$ cat config.mk
export PLATFORM = sky130hd
export DESIGN_NAME = deserializer
export DESIGN_NICKNAME = d
export VERILOG_FILES = /design/src/rtl/deserializer.sv
export SDC_FILE = /design/constraint.sdc
export NUM_CORES = 1
export LEC_CHECK = 0
export ABC_AREA = 1
export CORE_MARGIN = 2
export CORE_UTILIZATION = 48
export DETAILED_ROUTE_END_ITERATION = 16
export GPL_ROUTABILITY_DRIVEN = 0
export HOLD_SLACK_MARGIN = 0.08
export PLACE_DENSITY = 0.77
export SKIP_LAST_GASP = 1
export SYNTH_ARGS = -nofsm -noshare
export SYNTH_HDL_FRONTEND = slang
export SYNTH_SLANG_ARGS = --single-unit
$ cat constraint.sdc
create_clock -name clk -period 1.9 [get_ports clk]
set_clock_uncertainty 0.2 [all_clocks]
set_input_delay 0.285 -clock clk [delete_from_list [all_inputs] [get_ports clk]]
set_output_delay 0.285 -clock clk [all_outputs]
set_load 0.01 [all_outputs]
$ cat src/rtl/deserializer.sv
// Line-fill deserializer: collects WORDS bus beats into one cache line and
// hands the line to the fill path through a valid/ready handshake.
module deserializer #(
  parameter int WORD_W = 32,
  parameter int WORDS  = 8,
  parameter int CNT_W  = $clog2(WORDS)
) (
  input  logic                      clk,
  input  logic                      rst_n,
  input  logic                      clear,
  input  logic [WORD_W-1:0]         word_in,
  input  logic                      word_valid,
  output logic                      word_ready,
  output logic [WORD_W*WORDS-1:0]   line_out,
  output logic                      line_valid,
  input  logic                      line_ready,
  output logic [CNT_W-1:0]          beat_cnt,
  output logic                      busy
);

  typedef enum logic [1:0] {
    S_IDLE,
    S_FILL,
    S_FULL
  } state_t;

  state_t                          r_state;
  state_t                          w_state_nxt;
  logic [CNT_W-1:0]                r_beat_cnt;
  logic [WORDS-1:0][WORD_W-1:0]    r_line;
  logic                            w_accept;
  logic                            w_last;

  // A beat offered together with clear is dropped, never stored.
  assign w_accept = word_valid && word_ready && !clear;
  assign w_last   = (r_beat_cnt == CNT_W'(WORDS - 1));

  // NOTE: every combinational output gets a default first so no latch is inferred.
  always_comb begin
    w_state_nxt = r_state;
    unique case (r_state)
      S_IDLE: if (w_accept)           w_state_nxt = S_FILL;
      S_FILL: if (w_accept && w_last) w_state_nxt = S_FULL;
      S_FULL: if (line_ready)         w_state_nxt = S_IDLE;
      default:                        w_state_nxt = S_IDLE;
    endcase
    if (clear) w_state_nxt = S_IDLE;
  end

  // NOTE: sequential state uses non-blocking assignments so every flop samples pre-edge values.
  always_ff @(posedge clk) begin
    if (!rst_n) r_state <= S_IDLE;
    else        r_state <= w_state_nxt;
  end

  // Counter width equals log2(WORDS), so the increment after the last beat wraps to 0.
  always_ff @(posedge clk) begin
    if (!rst_n || clear)  r_beat_cnt <= '0;
    else if (w_accept)    r_beat_cnt <= r_beat_cnt + CNT_W'(1);
  end

  // NOTE: the line store is ordinary flops and is cleared on reset because line_out must read 0 after reset.
  always_ff @(posedge clk) begin
    if (!rst_n)        r_line             <= '0;
    else if (w_accept) r_line[r_beat_cnt] <= word_in;
  end

  assign line_out   = r_line;
  assign beat_cnt   = r_beat_cnt;
  assign word_ready = (r_state != S_FULL);
  assign line_valid = (r_state == S_FULL);
  assign busy       = (r_state != S_IDLE);

endmodule

## Word level (Yosys, flattened, before mapping)

Index checks and enable logic that the tools add are counted.

| storage, ports and cells | value |
|---|---|
| bits in read-only memories | 0 |
| bits in registers | 261 |
| memories kept | 0 |
| memory bits (writable) | 0 |
| latch bits | 0 |
| logic and storage cells | 39 |

| operators by class | value |
|---|---|
| $mul | 0 |
| order comparisons | 2 |
| multiplexer cells | 7 |
| $add $sub $neg | 1 |
| shifts and indexed selects | 0 |
| equality and inequality tests | 7 |
| div/mod/pow operators | 0 |
| reduce and logical (&&, ||, !) cells | 11 |
| bitwise gates (word level) | 1 |

Operators by type and width:

| kind | count |
|---|---|
| 256-bit bitwise mux | 1 |
| 32-bit demux with 3-bit select | 1 |
| 32-bit two-way mux | 1 |
| 2-bit two-way mux | 3 |
| 2-bit != test (second input constant) | 3 |
| 2-bit one-hot mux with 3 select lines | 1 |
| 1-bit logical AND | 4 |
| 3-bit by 4-bit < comparator with 1-bit output (second input constant) | 1 |
| 3-bit by 1-bit adder with 3-bit output (second input constant) | 1 |
| 3-bit == test (second input constant) | 1 |
| 3-bit by 1-bit >= comparator with 1-bit output (second input constant) | 1 |
| 3-bit AND reduction | 1 |
| 2-bit by 1-bit == test with 1-bit output (second input constant) | 1 |
| 2-bit == test (second input constant) | 1 |
| 1-bit logical NOT | 2 |
| 2-bit logical NOT | 1 |
| 2-bit by 1-bit != test with 1-bit output (second input constant) | 1 |
| 2-bit nonzero test | 1 |
| 2-bit OR reduction | 1 |
| 1-bit logical OR | 1 |
| 1-bit NOT | 1 |

## Longest topological paths before layout

Gate-level depths: netlist (run 1).

| depth | value |
|---|---|
| depth after elaboration | 6 |
| depth in mapped cells | 8 |
| depth with buffers taken out | 6 |

## Worst setup path before layout (run 1)

OpenSTA, ideal clock, no wires.

| timing path | value |
|---|---|
| path kind | register -> register |
| start | reg r_beat_cnt[0], in the netlist beat_cnt[0] |
| end | reg r_line (netlist bit line_out[245]) |
| clock period less this slack | 1,611 ps |
| stages on the path, launching flop included | 8 |
| data arrival time | 1,298 ps |
| library setup time | 113 ps |
| slack | 289 ps |
| data required time | 1,587 ps |
| cells stage by stage | dfxtp_1 -> buf_4 -> inv_2 -> nor2_1 -> clkbuf_1 -> nand3_1 -> nand2_1 -> nor2_1 |

| between the ends | value |
|---|---|
| longest elaborated chain between the ends | 5 |
| elaborated cells on any way between the ends | 6 |
| classes of those cells | order compare (2); mux (3); reduce/logical (1) |

RTL lines:

| what | line | RTL |
|---|---|---|
| start, declared | 29 | `logic [CNT_W-1:0] r_beat_cnt;` |
| start signal, assigned | 59 | `else if (w_accept) r_beat_cnt <= r_beat_cnt + CNT_W'(1);` |
| 3-bit by 4-bit < comparator with 1-bit output (implied by the code) or 3-bit by 1-bit >= comparator with 1-bit output (tied branches) | 65 | `else if (w_accept) r_line[r_beat_cnt] <= word_in;` |
| 1-bit logical AND (implied by the code) | 65 |  |
| 32-bit two-way mux (implied by the code) | 65 |  |
| 32-bit demux with 3-bit select (*) | 65 |  |
| 256-bit bitwise mux (*) | 65 |  |
| end signal, assigned by index | 65 |  |
| end, declared | 30 | `logic [WORDS-1:0][WORD_W-1:0] r_line;` |

Every way passes the cells marked *; elsewhere a longest branch is shown, timed or not.
A chain may end at the register's enable or synchronous reset.

## Worst setup path after layout (run 1)

| timing path | value |
|---|---|
| start | reg r_line (netlist bit line_out[140]) |
| end | out line_out[140] |

RTL lines:

| what | line | RTL |
|---|---|---|
| end, declared | 14 | `output logic [WORD_W*WORDS-1:0] line_out,` |

No word-level cell between the ends.

==> metrics.csv, run 1 <==
stage;metric;value;unit
hold_path;hold_path_class;input pin to flip-flop;
final_layout;finish.net_count;1812;
grt;grt_first_pass_wirelength;53350;um
die;die_area;23280;um^2
clock_tree;cts_root_buffer;clkbuf_16;
timing;drv_slew;0;
synth;synth.net_count;1528;
timing;rsz0062_at_grt;no;
worst_setup_path;slowest_stage;clkdlybuf4s50_1;
die;core_area;21760;um^2
final_layout;postLayoutCellArea;14910;um^2
place;place_area;14190;um^2
clock_tree;cts_tree;yes;
grt;grt_overflow;0;
timing;maxSlewHeadroom;0.6489;
final_layout;layout_commonest_cell;nor2_1;
drt;finalWirelength;34340;um
synth;ys_warn_count;0;
worst_setup_path;worstSetupPathType;flip-flop to output pin;
drt;vias_per_cell;5.193;
die;io_pins;299;
die;start_util;0.4871;
final_layout;final_util;0.6854;
drt;vias;10754;
drt;drc;0;
worst_setup_path;crit_family;buffers and inverters;
synth;syn_inst;1489;
worst_setup_path;required;1.41;ns
timing;hold_violations;0;
timing;fin_crit;1.857;ns
worst_setup_path;critPathLaunchType;flip-flop;
worst_setup_path;path_buf_inv;1;
drt;drt-initial-drc-count;826;
clock_tree;clk_pin_slew;0.07;ns
timing;tightest_slew;0.5261;ns
grt;track_usage;0.2816;
timing;setup_viol;0;
power_and_ir_drop;power_leakage;7.967;nW
worst_setup_path;critPathMaxFanout;2;
grt;grt_max_degree;92;
clock_tree;cts_buffers;26;
synth;synth-seq-area-share;0.4931;
final_layout;syn_to_final_growth;40.71;%
job;drv_cap;0;
synth;avgSynthCellArea;7.116;um^2
worst_setup_path;endpoint_kind;output pin;
clock_tree;cts.sinks;261;
outcome;status;finished, final reports clean;
power_and_ir_drop;powerDensity;802.9;nW/um^2
clock_tree;cts.path.max_buffers;3;
synth;netlist-cell-type-count;22;
power_and_ir_drop;ir_drop;620.4;uV
die;rows;54;
grt;grt_pass1_vias;9895;
clock_tree;h-tree-depth;1;
synth;synth_area;10600;um^2
clock_tree;clock_latency;0.54;ns
drt;wire_per_inst;16.58;um
timing;finalCritPeriodShare;0.9772;
grt;antenna_found_initial;0;
final_layout;n_antenna_cell;0;
worst_setup_path;critPathMaxStageDelay;0.53;ns
die;die_y;152.6;um
clock_tree;postCtsSetupBuffers;0;
worst_setup_path;arrival;1.37;ns
final_layout;drive_gt1_frac;0.07984;
place;io_buffers;298;
drt;postRouteAntennaNets;0;
timing;fmax;538.6;MHz
synth;ys_seq_elements;261;
worst_setup_path;crit_chain;clkdlybuf4s50_1;
final_layout;final_cell_mix;nor2_1 (511), nand2_1 (267), nand3_1 (261);
place;dp_hpwl;23080;um
die;die_x;152.6;um
drt;drt_pass1_iterations;7;
==> report_power, final <==
group	switching (mW)	internal [mW]	total [mW]
sequential	0.0537	5.55	5.61
clock	2.21	3.09	5.30
combinational	0.660	0.408	1.07
==> sequential cells by signal (all words and copies together) (netlist names) <==
signal,cells
line_out,256
r_state,2
beat_cnt,3
==> logic make-up after synthesis <==
family          Yosys count  synth area share
compound gates            6          0.002834
fa+ha+maj                 2          0.002361
flops                   261            0.4931
buf+inv                 150           0.07545
simple gates           1070            0.4263
==> per-layer routing <==
layer	vias to the layer above	share of wire	routed length [um]	track usage
met1	4929	0.42	14570	0.3876
li1	5214	-	-	-
met5	-	0	0	0
met2	532	0.46	15760	0.4482
met3	79	0.085	2909	0.04152
met4	0	0.032	1092	0.1093
==> synthesized netlist by cell type <==
cell      count  area, um^2
nor2_1      517        1941
nand2_1     267        1002
dfxtp_1     261        5225
nand3_1     261        1306
inv_1        41       153.9
buf_2        39       195.2
clkbuf_1     27       101.4
buf_4        16       120.1
buf_6        14       157.7
nor2_2       12       75.07
buf_1         9       33.78
nor2_8        7       140.1
o21ai_0       4       20.02
a21oi_1       2       10.01
buf_8         2       30.03
ha_1          2       25.02
inv_2         2       7.510
nor2_4        2       22.52
nand2_2       1       6.260
nand2_4       1       11.26
nand4_1       1       6.260
or2_2         1       6.260
==> path summary, 6_finish.rpt <==
check | startpoint | endpoint | slack (ns) | cells after the start
worst min register to register | line_out[123] | line_out[123] | 0.28 | 2
worst max-delay path | line_out[140] | line_out[140] | 0.04 | 1
worst max register to register | beat_cnt[0] | line_out[90] | 0.21 | 7
worst min-delay path | line_ready | r_state[1] | 0.22 | 3
==> worst reg2reg max path, stage by stage, from the launching register on <==
cell	delay, ns
dfxtp_2	0.37
buf_4	0.16
inv_2	0.13
nand3_1	0.21
nor2_8	0.18
buf_4	0.19
nor2_1	0.07
nor2_1	0.12
==> metrics by stage <==
| stage | setup slack [ns] | hold slack (ns) | TNS [ns] | total power, mW | std cells |
|---|---|---|---|---|---|
| final | 0.04337 | 0.2178 | 0 | 11.97 | 2071 |
| after global placement | -0.08787 | 0.2619 | -13.50 | 6.818 | 2024 |
| after global routing | 0.003102 | 0.2155 | 0 | 12.37 | 2071 |
| after floorplan | 0.2894 | 0.2661 | 0 | 6.297 | 1489 |
| after detailed placement | -0.1195 | 0.2704 | -19.87 | 6.835 | 2024 |
| after CTS | -0.01142 | 0.2035 | -0.01142 | 12.03 | 2071 |
==> timing repair <==
item / 4_1_cts / 5_1_grt
hold buffers: 1 / 0
endpoints found under the setup margin: 219 / 44
endpoints found under the hold margin: 32 / 0
pin swaps: 0 / 0
resized for setup: 223 / 44
gates cloned: 0 / 0
==> area by class of cell <==
type                            count  area (um^2)
Fill cell                        1877         6845
Sequential cell                   261         5230
Multi-Input combinational cell   1078         4587
Timing Repair Buffer              363         3710
Clock buffer                       34        721.9
Tap cell                          280        350.3
Inverter                           43        161.4
Clock inverter                     12        150.1
(Power assumes the default switching activity.)
==> run 2: changes to the inputs <==
--- a/config.mk
+++ b/config.mk
@@ -6,12 +6,13 @@
 export NUM_CORES = 1
 export LEC_CHECK = 0
 export ABC_AREA = 1
-export CORE_MARGIN = 2
+export CORE_MARGIN = 5
 export CORE_UTILIZATION = 48
 export DETAILED_ROUTE_END_ITERATION = 16
 export GPL_ROUTABILITY_DRIVEN = 0
 export HOLD_SLACK_MARGIN = 0.08
 export PLACE_DENSITY = 0.77
+export RECOVER_POWER = 50
 export SKIP_LAST_GASP = 1
 export SYNTH_ARGS = -nofsm -noshare
 export SYNTH_HDL_FRONTEND = slang
==> run 2 against run 1 <==
Against the previous run:
- largest power group unchanged
- clock power decreased by 1%
- highest routed layer unchanged
- hold slack improved by 0.019 ns
- flip-flop and latch count stayed put
==> metrics.csv, run 2 (synthesized netlist as in run 1, its figures left out) <==
stage;metric;value;unit
final_layout;layout.cells.non_filler;2073;
clock_tree;clock_latency;0.53;ns
worst_setup_path;crit_chain;clkdlybuf4s50_1;
worst_setup_path;arrival;1.38;ns
timing;fin_crit;1.868;ns
worst_setup_path;crit_family;buffers and inverters;
die;die_area;25150;um^2
timing;rsz0062_at_grt;no;
hold_path;min_path_cells;3;
place;dp_cells;2023;
timing;maxSlewHeadroom;0.6485;
final_layout;final_util;0.6788;
drt;drt-initial-drc-count;828;
worst_setup_path;required;1.41;ns
die;rows;54;
worst_setup_path;critPathMaxStageDelay;0.54;ns
clock_tree;cts_buffers;27;
timing;hold_slack;0.2367;ns
die;core_area;21760;um^2
clock_tree;cts.path.max_buffers;3;
grt;antenna_found_initial;0;
grt;track_usage;0.2752;
timing;hold_violations;0;
timing;setup_viol;0;
final_layout;largest_reg_flops;256;
clock_tree;clk_pin_slew;0.06;ns
clock_tree;cts_tree;yes;
grt;grt_max_degree;51;
die;die_x;158.6;um
final_layout;drive_gt1_frac;0.07585;
grt;grt_first_pass_wirelength;55170;um
worst_setup_path;slowest_stage;clkdlybuf4s50_1;
worst_setup_path;path_buf_inv;1;
drt;wire_per_inst;17.21;um
job;drv_cap;0;
drt;finalWirelength;35680;um
clock_tree;cts.sinks;261;
drt;drt_pass1_iterations;5;
final_layout;finish.net_count;1812;
die;io_pins;299;
drt;postRouteAntennaNets;0;
grt;grt_overflow;0;
power_and_ir_drop;powerDensity;806.1;nW/um^2
outcome;status;finished, final reports clean;
worst_setup_path;worstSetupPathType;flip-flop to output pin;
timing;fmax;535.4;MHz
final_layout;n_antenna_cell;0;
clock_tree;cts_root_buffer;clkbuf_16;
grt;grt_pass1_vias;9965;
power_and_ir_drop;ir_drop;652.8;uV
place;place_area;14250;um^2
final_layout;layout_commonest_cell;nor2_1;
final_layout;syn_to_final_growth;39.37;%
final_layout;final_cell_mix;nor2_1 (519), nand2_1 (267), nand3_1 (261);
worst_setup_path;critPathMaxFanout;2;
die;start_util;0.4871;
hold_path;hold_path_class;input pin to flip-flop;
worst_setup_path;reg2reg_depth;8;
drt;vias_per_cell;5.198;
drt;vias;10776;
worst_setup_path;path_depth;1;
clock_tree;h-tree-depth;1;
worst_setup_path;endpoint_kind;output pin;
timing;finalCritPeriodShare;0.9830;
place;dp_hpwl;24650;um
worst_setup_path;critPathLaunchType;flip-flop;
place;io_buffers;298;
timing;drv_slew;0;
drt;drc;0;
die;die_y;158.6;um
final_layout;postLayoutCellArea;14770;um^2
power_and_ir_drop;power_leakage;6.964;nW
final_layout;fill_cells;1921;
timing;tightest_slew;0.5266;ns
## run 2: changes by cell type in the layout (fill, tap and decap cells not counted), moves of 7 or more
cell and change:
buf_4 -9, clkbuf_1 +9, clkbuf_8 +7, clkdlybuf4s25_1 +67, dlygate4sd2_1 -36, dlymetal6s2s_1 -42
nor2_1 +8, nor2_2 -7
## run 2: repair_timing
item	in CTS	in global routing
gates resized for setup	186	80
hold buffers	1	0
setup endpoints to repair	183	79
pin swaps	0	0
hold endpoints to repair	32	0
buffers inserted	0	0
## run 2: power by group
| group | switching [mW] | internal [mW] |
|---|---|---|
| sequential | 0.0482 | 5.56 |
| combinational | 0.672 | 0.401 |
| clock | 2.14 | 3.09 |
## run 2: worst paths after layout
check | start | to | slack [ns]
worst max-delay path | line_out[46] | line_out[46] | 0.03
worst min-delay path | line_ready | r_state[1] | 0.24
worst max register to register | r_state[1] | line_out[60] | 0.10
worst min register to register | line_out[4] | line_out[4] | 0.27
## run 2: layout make-up
| type | instances | area [um^2] | area share |
|---|---|---|---|
| Clock inverter | 8 | 68.82 | 0.004660 |
| Sequential cell | 261 | 5231 | 0.3542 |
| Tap cell | 280 | 350.3 | 0.02372 |
| Clock buffer | 41 | 818.3 | 0.05541 |
| Multi-Input combinational cell | 1078 | 4562 | 0.3089 |
| Inverter | 43 | 161.4 | 0.01093 |
| Timing Repair Buffer | 362 | 3576 | 0.2421 |
## run 2: metal layers
layer  GRT usage  vias up  wire length [um]  part of all wire
met5           0        -                 0                 0
li1            -     5206                 -                 -
met4     0.08855        0              1032             0.029
met3     0.05463       70              3668              0.10
met1      0.3747     4981             14410              0.40
met2      0.4413      519             16570              0.46
## run 2: stage by stage
stage | worst slack [ns] | power (mW) | TNS [ns]
finish | 0.03229 | 11.90 | 0
floorplan | 0.2894 | 6.297 | 0
detailed placement | -0.09370 | 6.841 | -12.35
global placement | -0.05903 | 6.824 | -6.640
CTS | -0.02462 | 11.97 | -0.02462
global route | 0.001339 | 12.33 | 0
